$ cat config.mk
export PLATFORM = sky130hd
export DESIGN_NAME = htree_qinj_fanout_flat
export DESIGN_NICKNAME = d
export VERILOG_FILES = /design/src/rtl/htree_qinj_fanout_pkg.sv /design/src/rtl/htree_qinj_fanout_if.sv /design/src/rtl/htree_qinj_fanout_pulse_seq.sv /design/src/rtl/htree_qinj_fanout.sv /design/src/flat_wrapper.sv
export SDC_FILE = /design/constraint.sdc
export NUM_CORES = 1
export LEC_CHECK = 0
export ABC_AREA = 1
export CAP_MARGIN = 20
export CORE_AREA = 2 2 214 216
export CTS_CLUSTER_DIAMETER = 30
export CTS_CLUSTER_SIZE = 12
export DETAILED_ROUTE_END_ITERATION = 12
export DIE_AREA = 0 0 216 218
export PLACE_DENSITY_LB_ADDON = 0.12
export SLEW_MARGIN = 30
export SYNTH_ARGS = -nofsm -noshare
export SYNTH_HDL_FRONTEND = slang
export SYNTH_SLANG_ARGS = --single-unit
export TNS_END_PERCENT = 100
$ cat constraint.sdc
create_clock -name CLK40 -period 2.15 [get_ports CLK40]
set_input_delay 0.215 -clock CLK40 [delete_from_list [all_inputs] [get_ports CLK40]]
set_output_delay 0.215 -clock CLK40 [all_outputs]
set_load 0.01 [all_outputs]
$ cat src/rtl/htree_qinj_fanout_pkg.sv
// Shared types and defaults for the H-tree charge-injection fan-out.
package htree_pkg;

  typedef enum logic [1:0] {
    IDLE  = 2'd0,
    DELAY = 2'd1,
    PULSE = 2'd2,
    HOLD  = 2'd3
  } qinj_state_t;

  localparam int NUM_PIX_DEF = 256;
  localparam int HOLDOFF_DEF = 2;

  function automatic int max_int(input int a, input int b);
    return (a > b) ? a : b;
  endfunction

endpackage

$ cat src/rtl/htree_qinj_fanout_if.sv
// Trigger/config/observation bundle between QInj module and the fan-out.
interface htree_qinj_fanout_if #(
  parameter int NUM_PIX = 256,
  parameter int DLY_W   = 5,
  parameter int WID_W   = 4,
  parameter int CNT_W   = 16
);
  logic               QInjTrig;
  logic [DLY_W-1:0]   QInjDelay;
  logic [WID_W-1:0]   QInjWidth;
  logic [NUM_PIX-1:0] QInjMask;
  logic               MaskLoad;
  logic [NUM_PIX-1:0] ChargeInj_OUT;
  logic               Busy;
  logic [CNT_W-1:0]   TrigCount;
  logic [7:0]         DropCount;

  modport master (
    output QInjTrig, QInjDelay, QInjWidth, QInjMask, MaskLoad,
    input  ChargeInj_OUT, Busy, TrigCount, DropCount
  );

  modport slave (
    input  QInjTrig, QInjDelay, QInjWidth, QInjMask, MaskLoad,
    output ChargeInj_OUT, Busy, TrigCount, DropCount
  );
endinterface

$ cat src/rtl/htree_qinj_fanout_pulse_seq.sv
// Injection sequencer: delay / pulse / holdoff timing, busy flag, trigger counters.
//   state | meaning
//   IDLE  | waiting for a trigger, mask may be reloaded
//   DELAY | counting programmed delay before the pulse
//   PULSE | pulse_en asserted for the latched width
//   HOLD  | forced quiet time before the next acceptance
module qinj_pulse_seq
  import htree_pkg::*;
#(
  parameter int DLY_W   = 5,
  parameter int WID_W   = 4,
  parameter int HOLDOFF = HOLDOFF_DEF,
  parameter int CNT_W   = 16
) (
  input  logic             clk,
  input  logic             rst_n,
  input  logic             trig,
  input  logic [DLY_W-1:0] dly,
  input  logic [WID_W-1:0] wid,
  output logic             pulse_en,
  output logic             at_idle,
  output logic             busy,
  output logic [CNT_W-1:0] trig_count,
  output logic [7:0]       drop_count
);
  localparam int HLD_W = (HOLDOFF > 1) ? $clog2(HOLDOFF) : 1;
  localparam int CW    = max_int(max_int(DLY_W, WID_W), HLD_W);
  localparam logic [CW-1:0] HOLD_LOAD = (HOLDOFF > 0) ? CW'(HOLDOFF - 1) : '0;

  qinj_state_t      state_q, state_d;
  logic [CW-1:0]    cnt_q;
  logic [WID_W-1:0] wid_q, wid_eff;
  logic             cnt_zero, accept, drop;

  assign wid_eff  = (wid == '0) ? WID_W'(1) : wid;
  assign cnt_zero = (cnt_q == '0);
  assign accept   = (state_q == IDLE) && trig;
  assign drop     = (state_q != IDLE) && trig;

  always_ff @(posedge clk or negedge rst_n) begin
    if (!rst_n) state_q <= IDLE;
    else        state_q <= state_d;
  end

  always_comb begin
    state_d = state_q;
    case (state_q)
      IDLE:    if (trig) state_d = (dly != '0) ? DELAY : PULSE;
      DELAY:   if (cnt_zero) state_d = PULSE;
      PULSE:   if (cnt_zero) state_d = (HOLDOFF > 0) ? HOLD : IDLE;
      HOLD:    if (cnt_zero) state_d = IDLE;
      default: state_d = IDLE;
    endcase
  end

  // at_idle marks an edge where the active mask may legally change:
  // quiet IDLE, or the edge that returns the FSM to IDLE.
  always_comb begin
    pulse_en = (state_q == PULSE);
    at_idle  = (state_q == IDLE) ? !trig : (state_d == IDLE);
  end

  // Counter is loaded with (n-1) and each phase ends when it reaches zero.
  always_ff @(posedge clk or negedge rst_n) begin
    if (!rst_n) begin
      cnt_q <= '0;
      wid_q <= '0;
    end else begin
      case (state_q)
        IDLE: if (trig) begin
          wid_q <= wid_eff;
          cnt_q <= (dly != '0) ? CW'(dly) - CW'(1) : CW'(wid_eff) - CW'(1);
        end
        DELAY:   cnt_q <= cnt_zero ? CW'(wid_q) - CW'(1) : cnt_q - CW'(1);
        PULSE:   cnt_q <= cnt_zero ? HOLD_LOAD : cnt_q - CW'(1);
        default: cnt_q <= cnt_zero ? '0 : cnt_q - CW'(1);
      endcase
    end
  end

  always_ff @(posedge clk or negedge rst_n) begin
    if (!rst_n) begin
      busy       <= 1'b0;
      trig_count <= '0;
      drop_count <= '0;
    end else begin
      busy <= (state_q != IDLE);
      if (accept && (trig_count != '1)) trig_count <= trig_count + CNT_W'(1);
      if (drop && (drop_count != '1))   drop_count <= drop_count + 8'd1;
    end
  end

endmodule

$ cat src/rtl/htree_qinj_fanout.sv
// Charge-injection fan-out: shadowed pixel mask gating a registered pulse to NUM_PIX pixels.
module htree_qinj_fanout
  import htree_pkg::*;
#(
  parameter int NUM_PIX = NUM_PIX_DEF,
  parameter int DLY_W   = 5,
  parameter int WID_W   = 4,
  parameter int HOLDOFF = HOLDOFF_DEF,
  parameter int CNT_W   = 16
) (
  input  logic               CLK40,
  input  logic               RSTn,
  htree_qinj_fanout_if.slave bus
);
  logic [NUM_PIX-1:0] mask_q, out_q;
  logic               pend_q, pulse_en, at_idle;

  qinj_pulse_seq #(
    .DLY_W   (DLY_W),
    .WID_W   (WID_W),
    .HOLDOFF (HOLDOFF),
    .CNT_W   (CNT_W)
  ) u_seq (
    .clk        (CLK40),
    .rst_n      (RSTn),
    .trig       (bus.QInjTrig),
    .dly        (bus.QInjDelay),
    .wid        (bus.QInjWidth),
    .pulse_en   (pulse_en),
    .at_idle    (at_idle),
    .busy       (bus.Busy),
    .trig_count (bus.TrigCount),
    .drop_count (bus.DropCount)
  );

  // Loads requested outside a safe window are deferred until the return to IDLE.
  always_ff @(posedge CLK40 or negedge RSTn) begin
    if (!RSTn) begin
      mask_q <= '1;
      pend_q <= 1'b0;
    end else if (at_idle) begin
      if (bus.MaskLoad || pend_q) mask_q <= bus.QInjMask;
      pend_q <= 1'b0;
    end else if (bus.MaskLoad) begin
      pend_q <= 1'b1;
    end
  end

  always_ff @(posedge CLK40 or negedge RSTn) begin
    if (!RSTn) out_q <= '0;
    else       out_q <= pulse_en ? mask_q : '0;
  end

  assign bus.ChargeInj_OUT = out_q;

endmodule

$ cat src/flat_wrapper.sv
// flat-port wrapper written by rule: the top's interface ports become plain ports
module htree_qinj_fanout_flat import htree_pkg::*;
#(
  parameter int NUM_PIX = NUM_PIX_DEF,
  parameter int DLY_W   = 5,
  parameter int WID_W   = 4,
  parameter int HOLDOFF = HOLDOFF_DEF,
  parameter int CNT_W   = 16
)
  (CLK40, RSTn, bus_QInjTrig, bus_QInjDelay, bus_QInjWidth, bus_QInjMask, bus_MaskLoad, bus_ChargeInj_OUT, bus_Busy, bus_TrigCount, bus_DropCount);
  htree_qinj_fanout_if #(.NUM_PIX(NUM_PIX), .DLY_W(DLY_W), .WID_W(WID_W), .CNT_W(CNT_W)) bus_i ();
  input  logic CLK40;
  input  logic RSTn;
  input wire logic [$bits(bus_i.QInjTrig)-1:0] bus_QInjTrig;
  input wire logic [$bits(bus_i.QInjDelay)-1:0] bus_QInjDelay;
  input wire logic [$bits(bus_i.QInjWidth)-1:0] bus_QInjWidth;
  input wire logic [$bits(bus_i.QInjMask)-1:0] bus_QInjMask;
  input wire logic [$bits(bus_i.MaskLoad)-1:0] bus_MaskLoad;
  output wire logic [$bits(bus_i.ChargeInj_OUT)-1:0] bus_ChargeInj_OUT;
  output wire logic [$bits(bus_i.Busy)-1:0] bus_Busy;
  output wire logic [$bits(bus_i.TrigCount)-1:0] bus_TrigCount;
  output wire logic [$bits(bus_i.DropCount)-1:0] bus_DropCount;
  assign bus_i.QInjTrig = bus_QInjTrig;
  assign bus_i.QInjDelay = bus_QInjDelay;
  assign bus_i.QInjWidth = bus_QInjWidth;
  assign bus_i.QInjMask = bus_QInjMask;
  assign bus_i.MaskLoad = bus_MaskLoad;
  assign bus_ChargeInj_OUT = bus_i.ChargeInj_OUT;
  assign bus_Busy = bus_i.Busy;
  assign bus_TrigCount = bus_i.TrigCount;
  assign bus_DropCount = bus_i.DropCount;
  htree_qinj_fanout #(.NUM_PIX(NUM_PIX), .DLY_W(DLY_W), .WID_W(WID_W), .HOLDOFF(HOLDOFF), .CNT_W(CNT_W)) u_core (.CLK40(CLK40), .RSTn(RSTn), .bus(bus_i));
endmodule
==> After elaboration in Yosys (flattened, before gate mapping) <==
Cells that the tools add are included.
{ "word_totals": {"regBits": 549, "input_bits": 269, "elab_cells": 53, "out_inout_bits": 281} }
{ "op_classes": {"addsub": 6, "reduce_logical": 15, "eq_ne": 6, "muxes": 17} }
{ "op_table": {"columns": ["cell", "n"], "rows": [
  ["two-way mux 256 bit", 1],
  ["two-way mux 5 bit", 5],
  ["adder 16 x 1 -> 16 bit (second input constant)", 1],
  ["inequality test 16 bit (second input constant)", 1],
  ["one-hot mux 5 bit (3 select lines)", 1],
  ["two-way mux 2 bit", 5],
  ["subtractor 4 x 1 -> 5 bit (second input constant)", 2],
  ["subtractor 5 x 1 -> 5 bit (second input constant)", 2],
  ["adder 8 x 1 -> 8 bit (second input constant)", 1],
  ["inequality test 8 bit (second input constant)", 1],
  ["one-hot mux 2 bit (4 select lines)", 1],
  ["logical NOT 5 bit", 1],
  ["nonzero test 5 bit", 1],
  ["== test 2 bit (second input constant)", 2],
  ["logical AND 1 bit", 4],
  ["logical NOT 2 bit", 2],
  ["logical NOT 4 bit", 1],
  ["two-way mux 4 bit", 1],
  ["AND reduction 2 bit", 2],
  ["nonzero test 2 bit", 2],
  ["two-way mux 1 bit", 3],
  ["== test 2 x 1 -> 1 bit (second input constant)", 1],
  ["inequality test 2 bit (second input constant)", 1],
  ["logical NOT 1 bit", 1],
  ["logical OR 1 bit", 1]
]} }

==> Logic depth before layout (Yosys ltp) <==
{ "logic_depth": {"ltp_word": 7, "ltp_mapped": 12, "mapped_depth_nobuf": 12} }

==> Cells and area by module <==
From an unflattened synthesis, not the netlist that was laid out.
{ "hier_totals": {"hier_cells": 2186, "hier_area_um2": 21381.8} }
{ "by_module_without_submodules": {"columns": ["module", "seq_area_each_um2", "cells_each", "instances", "area_per_inst_um2"], "rows": [
  ["htree_qinj_fanout", 13157.6, 1911, 1, 19209.7],
  ["qinj_pulse_seq", 900.9, 275, 1, 2172.1]
]} }

==> Worst setup path after synthesis <==
Ideal clock, no wire load.
{ "synth_path": {"path_kind": "flip-flop to flip-flop", "start": "register u_core.u_seq.cnt_q[0]", "end": "register u_core.mask_q[81]", "path_stages_with_launch": 11, "setup_time_ps": 73, "period_less_slack_ps": 1781, "n_path_buf": 2, "slack_ps": 369, "t_arrival_ps": 1708, "required_ps": 2077, "cell_sequence": "dfrtp_1 inv_1 ha_1 nand3_1 nor2_1 nand4_1 nand2_1 o21ai_2 buf_2 buf_4 a21oi_1"} }
{ "synth_via": {"elab_chain_len": 6, "word_cells_on_any_way": 8, "cone_classes": "mux: 5; reduce/logical: 3"} }
{ "synth_lines": {"columns": ["item", "line_no", "source"], "rows": [
  ["from (decl)", "htree_qinj_fanout_pulse_seq.sv:31", "logic [CW-1:0] cnt_q;"],
  ["from (signal assigned)", "htree_qinj_fanout_pulse_seq.sv:72", "cnt_q <= (dly != '0) ? CW'(dly) - CW'(1) : CW'(wid_eff) - CW'(1);"],
  ["from (signal assigned)", "htree_qinj_fanout_pulse_seq.sv:74", "DELAY: cnt_q <= cnt_zero ? CW'(wid_q) - CW'(1) : cnt_q - CW'(1);"],
  ["from (signal assigned)", "htree_qinj_fanout_pulse_seq.sv:75", "PULSE: cnt_q <= cnt_zero ? HOLD_LOAD : cnt_q - CW'(1);"],
  ["logical NOT 5 bit *", "htree_qinj_fanout_pulse_seq.sv:36", "assign cnt_zero = (cnt_q == '0);"],
  ["two-way mux 2 bit (on tied branches)", "htree_qinj_fanout_pulse_seq.sv:51, htree_qinj_fanout_pulse_seq.sv:49, htree_qinj_fanout_pulse_seq.sv:50", null],
  ["one-hot mux 2 bit (4 select lines) *", "htree_qinj_fanout_pulse_seq.sv:47", "case (state_q)"],
  ["logical NOT 2 bit *", "htree_qinj_fanout_pulse_seq.sv:60", "at_idle = (state_q == IDLE) ? !trig : (state_d == IDLE);"],
  ["two-way mux 1 bit *", "htree_qinj_fanout_pulse_seq.sv:60", null],
  ["AND reduction 2 bit (no source line) *", null, null],
  ["to (signal assigned)", "htree_qinj_fanout.sv:42", "if (bus.MaskLoad || pend_q) mask_q <= bus.QInjMask;"],
  ["to (decl)", "htree_qinj_fanout.sv:15", "logic [NUM_PIX-1:0] mask_q, out_q;"]
]} }
Mark *: on every way between the ends. The rest lies on a longest branch, timed or not.
A chain may end at the register's enable or synchronous reset.

==> Worst setup path after layout <==
{ "layout_path": {"start": "register u_core.u_seq.state_q[1]", "end": "register u_core.mask_q[239]"} }
{ "layout_via": {"elab_chain_len": 5, "word_cells_on_any_way": 12, "cone_classes": "eq/ne: 3; mux: 6; reduce/logical: 3"} }
{ "layout_lines": {"columns": ["item", "line_no", "source"], "rows": [
  ["from (decl)", "htree_qinj_fanout_pulse_seq.sv:30", "qinj_state_t state_q, state_d;"],
  ["from (signal assigned)", "htree_qinj_fanout_pulse_seq.sv:42", "else state_q <= state_d;"],
  ["== test 2 bit, or another cell as far along", "htree_qinj_fanout_pulse_seq.sv:47", null],
  ["one-hot mux 2 bit (4 select lines)", "htree_qinj_fanout_pulse_seq.sv:47", null],
  ["logical NOT 2 bit", "htree_qinj_fanout_pulse_seq.sv:60", null],
  ["two-way mux 1 bit *", "htree_qinj_fanout_pulse_seq.sv:60", null],
  ["AND reduction 2 bit (no source line) *", null, null]
]} }
Marked as above.

==> flow_summary.json <==
{
  "status": "finished, final reports clean",
  "die_x_um": 216,
  "yosysWarnings": 0,
  "cts_root_buf": "clkbuf_16",
  "tritoncts": "built",
  "grt_usage_pct": 23.5,
  "fmax_ghz": 0.512,
  "fin_skew_ns": 0.0226,
  "cts_sinks": 549,
  "start_kind": "flip-flop",
  "clock_latency_ns": 0.64,
  "drive_gt1_share_pct": 20.5,
  "viasPerCell": 4.59,
  "grt_overflow": 0,
  "yosysMostFrequentCell": "nor2_1",
  "async_flop_share_pct": 100,
  "rsz0062_at_grt": "true",
  "place_hpwl_um": 38000,
  "synth-seq-area-share_pct": 70.4,
  "wl_per_cell_um": 16.9,
  "initial_core_util_pct": 44.5,
  "ys_top_cells_by_area": "dfrtp_1 (37%), dfstp_2 (34%), nor2_1 (10%), a21oi_1 (6.3%), inv_1 (5.6%)",
  "yosysTopAreaCellShare_pct": 36.7,
  "period_share_pct": 90.8,
  "synth-seq-cells": 549,
  "gp_congestion": 0.838,
  "dieArea_um2": 47100,
  "timing_worst_setup_path_type": "flip-flop to flip-flop",
  "core_um2": 44900,
  "dpl_cell_area_um2": 26500,
  "htreeDepth": 3,
  "hold_viol_final": 0,
  "syn_area_um2": 20000,
  "drtIter0Drc": 1050,
  "rows": 78,
  "synthFlopType": "dfrtp_1",
  "power.leakage_uw": 0.0150,
  "utilization_pct": 67.6,
  "cts_buffer_depth": 3,
  "syn_avg_cell_area_um2": 10.6,
  "pre_cts_slack_ns": -0.0777,
  "worst_setup_path_end_kind": "flip-flop",
  "cp.arrival_ns": 2.50,
  "grt_max_degree": 99,
  "max-cap-violations": 0,
  "min_path_type": "primary input to async pin",
  "peakVddDrop_mv": 0.897,
  "nets": 2798,
  "grt_pass1_vias": 15600,
  "grt_antenna_before_repair": 16,
  "antenna_left": 0,
  "yosys.area.top_type": "dfrtp_1",
  "grt_pass1_wl_um": 85200,
  "wirelength_um": 54700,
  "synthesis.nets": 2164,
  "setup_viol": 0,
  "die_y_um": 218,
  "drv_slew": 0,
  "syn_inst": 1891,
  "final_area_um2": 30400,
  "crit_required_ns": 2.70,
  "cts_buffers": 108,
  "synth_edf_count": 0,
  "synth_common_cells": "nor2_1 (535), inv_1 (300), dfrtp_1 (293), dfstp_2 (256), a21oi_1 (250)",
  "clk_pin_slew_worst_paths_ns": 0.05,
  "worst_slew_pin_slew_ns": 0.518,
  "ioPinCount": 550,
  "area_delta_synth_final_pct": 51.9,
  "drt-pass1-iter-count": 5,
  "maxSlewHeadroom_pct": 65.4,
  "synth_cell_type_count": 31,
  "powerDensity_nw_per_um2": 1590,
  "vias": 14800,
  "fin_ws_ns": 0.197,
  "drc": 0,
  "crit_path_max_fanout": 29,
  "port_buffers": 549,
  "layout_min_cycle_time_ns": 1.95,
  "n_fill_cell": 3416
}
layer usage:
metal / track usage [%] / up-vias / wire [um]
met3: 8.17 / 111 / 4430
met4: 11.8 / 12 / 1850
met2: 37.8 / 490 / 26800
met5: 0 / - / 75
li1: - / 7057 / -
met1: 28.1 / 7150 / 21600
power breakdown:
group          switching [uW]  internal (uW)
logic                    7380           6400
registers                1390          16000
clock network            5620          11500
what timing repair did:
item                                    4_1_cts  5_1_grt
endpoints found under the setup margin        0      216
resized for setup                             0        6
setup buffers                                 0        0
hold buffers                                  1        0
endpoints found under the hold margin       305        0
final cells by class:
class	count	area, um^2	area share, %
Timing Repair Buffer	609	6290	20.7
Clock inverter	71	836	2.75
Multi-Input combinational cell	956	4270	14.1
Sequential cell	549	14100	46.3
Tap cell	600	751	2.47
Antenna cell	12	30.0	0.0989
Inverter	301	1140	3.75
Clock buffer	132	2990	9.84
cells in the final DEF (no fill, tap or decap), types with 3 or more instances in the layout:
master,instances
clkinv_4,13
nor2_1,533
clkinvlp_4,23
nand4_1,9
buf_4,33
clkbuf_8,13
o21ai_0,19
nand3_1,21
nor2_2,5
a21oi_1,250
inv_6,7
xnor2_1,5
inv_1,298
clkdlybuf4s50_1,548
xor2_1,18
nor3_1,5
ha_1,3
dfrtp_1,293
diode_2,12
bufinv_16,13
a21oi_2,10
clkbuf_1,8
buf_12,25
clkinv_2,13
nand2_1,61
clkbuf_16,111
dfstp_2,256
cells by family (layout without fill, tap and decap cells):
family / after synthesis / after routing / synth area share (%)
AOI/OAI and AO/OA: 284 / 284 / 7.36
xor gates and xnor gates: 23 / 23 / 1.01
adders and majority gates: 4 / 4 / 0.250
buffers and inverters: 386 / 1113 / 8.35
DFF: 549 / 549 / 70.4
muxes: 2 / 2 / 0.113
other: 0 / 12 / 0
and+or+nand+nor: 643 / 643 / 12.6
critical path, cell delays in order, from the launching register on:
cell	delay, ns
dfrtp_1	0.41
nor2_2	0.16
inv_2	0.13
nor2_4	0.10
nand2_1	0.09
nand4_1	0.09
nand2_2	0.08
o21ai_4	0.15
buf_12	0.25
buf_16	0.19
nor2_1	0.06
a21oi_1	0.13
registers in the layout, summed over array words and instances (netlist names):
name and flops:
u_core.bus.ChargeInj_OUT 256, u_core.mask_q 256, u_core.u_seq.trig_count 16, u_core.u_seq.drop_count 8, u_core.u_seq.cnt_q 5, u_core.u_seq.wid_q 4, u_core.u_seq.state_q 2, u_core.pend_q 1
u_core.u_seq.busy 1
metrics by stage:
stage	total power, uW	TNS (ns)	hold slack, ns	std cells
after CTS	48800	0	0.0655	3218
final	48300	0	0.0780	3230
after global routing	50900	0	0.0930	3227
after floorplan	24000	0	-0.0806	1891
after detailed placement	31300	-5.79	0.140	3014
after global placement	30900	-0.159	0.140	3014
worst paths after layout:
kind / start / to / slack, ns / cells past startpoint
setup / recovery: u_core.u_seq.state_q[1] / u_core.mask_q[239] / 0.20 / 11
max in group asynchronous: RSTn / u_core.mask_q[16] / 1.18 / 3
setup reg to reg: u_core.u_seq.state_q[1] / u_core.mask_q[239] / 0.20 / 11
min in group CLK40: bus_QInjMask[120] / u_core.mask_q[120] / 0.12 / 3
hold / removal: RSTn / u_core.bus.ChargeInj_OUT[228] / 0.08 / 2
hold reg to reg: u_core.mask_q[112] / u_core.bus.ChargeInj_OUT[112] / 0.47 / 2
No activity file was read; power rests on OpenSTA's default activity.
